**src/rtl/stim_gen.sv**
```systemverilog
// stim_gen: pseudo-random stimulus source for a measured/reference compare path.
// A 64-bit Galois LFSR supplies signed stimulus words. data_valid is also
// delayed by DELAY cycles to give exp_valid, which tells the downstream
// monitor when the circuit under test should produce each result.
// The bench-only macro STIM_CORNER_EN makes the first four words
// 0, -1, max positive and min negative before the LFSR stream begins.
module stim_gen #(
  parameter int          DATAWIDTH   = 32,
  parameter logic [63:0] SEED        = 64'h0123456789ABCDEF,
  parameter int          NUM_VECTORS = 1000,
  parameter int          DELAY       = 2
) (
  input  logic                        Clk,
  input  logic                        Rst,
  input  logic                        En,
  output logic signed [DATAWIDTH-1:0] data,
  output logic                        data_valid,
  output logic                        exp_valid,
  output logic [31:0]                 count,
  output logic                        done
);

  typedef enum logic [1:0] {RUN, DRAIN, DONE} state_t;

  // An all-zero state would lock the LFSR, so a zero seed is replaced by 1.
  localparam logic [63:0] SEED_EFF = (SEED == 64'd0) ? 64'd1 : SEED;
  localparam logic [63:0] POLY     = 64'hD800000000000000;
  localparam logic [31:0] LAST_CNT = 32'(NUM_VECTORS - 1);

  state_t                 state, state_nxt;
  logic [63:0]            lfsr, lfsr_nxt;
  logic [DATAWIDTH-1:0]   word;
  logic                   issue;
  logic                   adv;
  logic                   fin;
  // vld_pipe[0] is data_valid itself; vld_pipe[DELAY] is exp_valid.
  logic [DELAY:0]         vld_pipe;

  assign lfsr_nxt   = {1'b0, lfsr[63:1]} ^ (lfsr[0] ? POLY : 64'd0);
  assign data_valid = vld_pipe[0];
  assign exp_valid  = vld_pipe[DELAY];

`ifdef STIM_CORNER_EN
  localparam logic [DATAWIDTH-1:0] ONE     = DATAWIDTH'(1);
  localparam logic [DATAWIDTH-1:0] MIN_NEG = ONE << (DATAWIDTH - 1);
  localparam logic [DATAWIDTH-1:0] MAX_POS = ~MIN_NEG;

  // Counts the corner words issued so far; reaching 4 hands over to the LFSR.
  logic [2:0] corner_idx;

  // Step through the corner words, once per issued vector.
  always_ff @(posedge Clk or posedge Rst) begin
    if (Rst)
      corner_idx <= 3'd0;
    else if (issue && corner_idx != 3'd4)
      corner_idx <= corner_idx + 3'd1;
  end

  // Choose between a corner word (LFSR held) and the LFSR word.
  always_comb begin
    word = lfsr[DATAWIDTH-1:0];
    adv  = 1'b1;
    if (corner_idx != 3'd4) begin
      adv = 1'b0;
      case (corner_idx)
        3'd0:    word = '0;
        3'd1:    word = '1;
        3'd2:    word = MAX_POS;
        default: word = MIN_NEG;
      endcase
    end
  end
`else
  // Every issued word comes straight from the LFSR.
  always_comb begin
    word = lfsr[DATAWIDTH-1:0];
    adv  = 1'b1;
  end
`endif

  // State register.
  always_ff @(posedge Clk or posedge Rst) begin
    if (Rst) state <= RUN;
    else     state <= state_nxt;
  end

  // Next-state and issue decision. DRAIN waits until no beat is left anywhere
  // in the valid pipe, so done rises only after the last exp_valid has gone.
  always_comb begin
    state_nxt = state;
    issue     = 1'b0;
    fin       = 1'b0;
    case (state)
      RUN: begin
        if (En) begin
          issue = 1'b1;
          if (count == LAST_CNT) state_nxt = DRAIN;
        end
      end
      DRAIN: begin
        if (vld_pipe == '0) begin
          state_nxt = DONE;
          fin       = 1'b1;
        end
      end
      DONE:    state_nxt = DONE;
      default: state_nxt = RUN;
    endcase
  end

  // Datapath: stimulus word, LFSR, vector count and the sticky done flag.
  always_ff @(posedge Clk or posedge Rst) begin
    if (Rst) begin
      data  <= '0;
      lfsr  <= SEED_EFF;
      count <= 32'd0;
      done  <= 1'b0;
    end else begin
      if (issue) begin
        data  <= word;
        count <= count + 32'd1;
        if (adv) lfsr <= lfsr_nxt;
      end
      if (fin) done <= 1'b1;
    end
  end

  // Valid delay line. Reset clears in-flight beats so none are emitted.
  generate
    if (DELAY == 0) begin : g_nodly
      always_ff @(posedge Clk or posedge Rst) begin
        if (Rst) vld_pipe <= '0;
        else     vld_pipe <= issue;
      end
    end else begin : g_dly
      always_ff @(posedge Clk or posedge Rst) begin
        if (Rst) vld_pipe <= '0;
        else     vld_pipe <= {vld_pipe[DELAY-1:0], issue};
      end
    end
  endgenerate

endmodule

```
**config.mk**
```make
export PLATFORM = sky130hd
export DESIGN_NAME = stim_gen
export DESIGN_NICKNAME = d
export VERILOG_FILES = /design/src/rtl/stim_gen.sv
export SDC_FILE = /design/constraint.sdc
export NUM_CORES = 1
export LEC_CHECK = 0
export BUFFER_PORTS_ARGS = -buffer_cell sky130_fd_sc_hd__buf_2
export CAP_MARGIN = 30
export CELL_PAD_IN_SITES_DETAIL_PLACEMENT = 0
export CELL_PAD_IN_SITES_GLOBAL_PLACEMENT = 1
export CORE_UTILIZATION = 44
export DETAILED_ROUTE_END_ITERATION = 10
export PLACE_DENSITY_LB_ADDON = 0.1
export SYNTH_ARGS = -nofsm -noshare
export SYNTH_HDL_FRONTEND = slang
export SYNTH_SLANG_ARGS = --single-unit
```
**constraint.sdc**
```tcl
create_clock -name Clk -period 4.3 [get_ports Clk]
set_clock_uncertainty 0.2 [all_clocks]
set_input_delay 0.645 -clock Clk [delete_from_list [all_inputs] [get_ports Clk]]
set_output_delay 0.645 -clock Clk [all_outputs]
set_load 0.05 [all_outputs]
```
==> impl_metrics.csv <==
group,metric,value,unit
finish,regArea,0.00307,mm²
route,wire_per_inst,13.9,µm
cts,cts_root_buffer,"clkbuf_16",
route,routed_wl,10200,µm
timing,hold_viol,0,
grt,track_usage,18.9,%
cts,clkLatencyLatePin,0.41,ns
die,rows,38,
pwr,cellPowerDensity,483,mW/mm²
finish,nFillCells,1022,
logic_synthesis,yosys.area.top_type_share,43.8,%
logic_synthesis,ys_ff_latch,121,
timing,fin_crit_sh,63.3,%
flow_run,maxCapViolations,0,
finish,final_cells,733,
critical_path,crit_chain,"inv_1 -> ha_1 -> nand2_2 -> or4_1 -> nor4_1 -> xor2_1",
grt,first_global_vias,3504,
cts,ctsResizeCount,0,
cts,clock-sinks,121,
logic_synthesis,syn_inst,524,
critical_path,crit_family,"simple AND/OR/NAND/NOR gates",
die,die_h,110,µm
placement,io_buffers,69,
logic_synthesis,synth.area.top_cells,"dfrtp_1, nand2_1, dfstp_2",
grt,antenna_found_initial,0,
cts,htree_levels,4,
cts,tritoncts,"built",
timing,min_period,2.72,ns
critical_path,cp-start-kind,"flop",
logic_synthesis,synth-edff-count,0,
finish,layout_common_cells,"nand2_1, dfrtp_1, buf_2, dfstp_2, xor2_1",
placement,place_ws,1.61,ns
grt,grt_max_degree,76,
logic_synthesis,synthArstFlopShare,100,%
finish,drive_gt1_share,24.5,%
worst_hold_path,worstHoldPathType,"input port to async pin",
route,drt_iter0_drc,196,
timing,slew_violations,0,
critical_path,cp.arrival,2.85,ns
placement,gp_congestion,0.815,
timing,setup_viol,0,
critical_path,path_max_fanout,18,
logic_synthesis,yosys_warnings,0,
placement,post_dp_cell_area,0.00545,mm²
finish,n_antenna_cell,0,
critical_path,worst-path-buf-inv,1,
logic_synthesis,syn_nets,531,
critical_path,cp_slowest_cell,"or4_1",
critical_path,crit_type,"flop to flop",
logic_synthesis,synth_flop_cell,"dfrtp_1",
cts,clockBufferDepth,2,
timing,setup-tns-final,0,ns
finish,area_delta_synth_final,19.3,%
logic_synthesis,syn_area_per_cell,9.70,µm²
logic_synthesis,synth.distinct_cells,36,
timing,fmax,367,MHz
critical_path,slowest_delay,0.80,ns
finish,stdcell_area,0.00607,mm²
logic_synthesis,synth_area_leader_cell,"dfrtp_1",
die,io_pins,70,
placement,hpwl,6380,µm
route,ant_nets,0,
grt,grt_overflow,0,
finish,final_nets,588,
timing,relSlewSlack,50.3,%
route,vias,3620,
route,drc,0,
pwr,power_leakage,3.29,nW
critical_path,cp-end-kind,"flop",
die,core,0.0110,mm²
grt,grt_pass1_wl,17200,µm
critical_path,required,4.42,ns
critical_path,regToRegSetupSlack,1.58,ns
finish,multi_input_area,0.00180,mm²
cts,postCtsSetupBuffers,0,
die,die-area,0.0120,mm²
timing,fin_ws,1.58,ns
status,outcome,"complete, no violations",
pwr,peakVddDrop,0.282,mV
cts,holdBufCountCts,0,
die,die_w,110,µm
route,via_per_inst,4.94,
die,initial_utilization,46.1,%
logic_synthesis,ys_seq_area_share,60.3,%
finish,final_common_cell,"nand2_1",
cts,clk_pin_slew,0.05,ns
route,drt_pass1_iterations,4,
timing,worst_pin_slew,0.745,ns
cts,cts-buffers-inserted,17,
placement,dpl.cell_count,702,
logic_synthesis,syn_area,0.00508,mm²
timing,rsz0062_at_grt,"no",
## final cells by class
class,instances,area share (%)
timing repair buffer,73,6.19
multi-input combinational,360,29.7
clock inverter,6,1.84
inverter,8,0.536
clock buffer,25,8.33
tap,140,2.89
sequential,121,50.6
## Yosys cell counts (7+ instances only)
cell type  number
nand2_1       243
dfrtp_1        89
dfstp_2        32
xor2_1         18
clkbuf_1       17
xnor2_1        16
buf_4          13
nand3_1        12
nor4_1          9
inv_1           8
nor3_1          8
nor2_1          7
## power breakdown
| part | switching [mW] | internal [mW] |
|---|---|---|
| sequential | 0.0454 | 1.17 |
| clock | 0.485 | 0.985 |
| combinational | 0.193 | 0.0536 |
## kinds of logic (layout without fill, tap and decap cells)
logic type                 Yosys count  count (layout)  share of synthesized area [%]
and+or+nand+nor                    313             313                           27.3
DFF                                121             121                           60.3
xor gates and xnor gates            34              34                           5.86
buffers and inverters               43             112                           4.31
AOI/OAI and AO/OA                    9               9                           1.25
adders and majority gates            4               4                          0.984
## metal layers
layer	global-route usage (%)	routed length, µm	vias to the layer above	share of wire, %
li1	-	-	1786	-
met1	26.8	5080	1744	50
met2	26.8	4510	78	44
met3	5.22	459	12	4.5
met4	8.86	136	0	1.3
met5	0	0	-	0
## sequential cells by signal, summed over array words and instances (netlist names)
signal,count
done,1
vld_pipe,3
lfsr,52
state,2
data,31
count,32
## stage by stage
| stage | hold WS (ns) | total power, mW | utilization, % |
|---|---|---|---|
| after floorplan | 0.176 | 1.41 | - |
| after global placement | 0.182 | 1.49 | 49.4 |
| after detailed placement | 0.202 | 1.49 | 49.4 |
| after CTS | 0.188 | 2.97 | 55.0 |
| after global routing | 0.222 | 3.03 | 55.0 |
| final | 0.169 | 2.93 | 55.0 |
## path summary, 6_finish.rpt
check / depth (start not counted) / start / end
worst max-delay path: 6 / state[0] / count[31]
worst min-delay path: 2 / Rst / data[16]
worst max register to register: 6 / state[0] / count[31]
worst min register to register: 0 / vld_pipe[1] / vld_pipe[2]
max in group asynchronous: 3 / Rst / lfsr[48]
min in group Clk: 0 / vld_pipe[1] / vld_pipe[2]
Note: power is estimated with default switching activity, not from simulation.
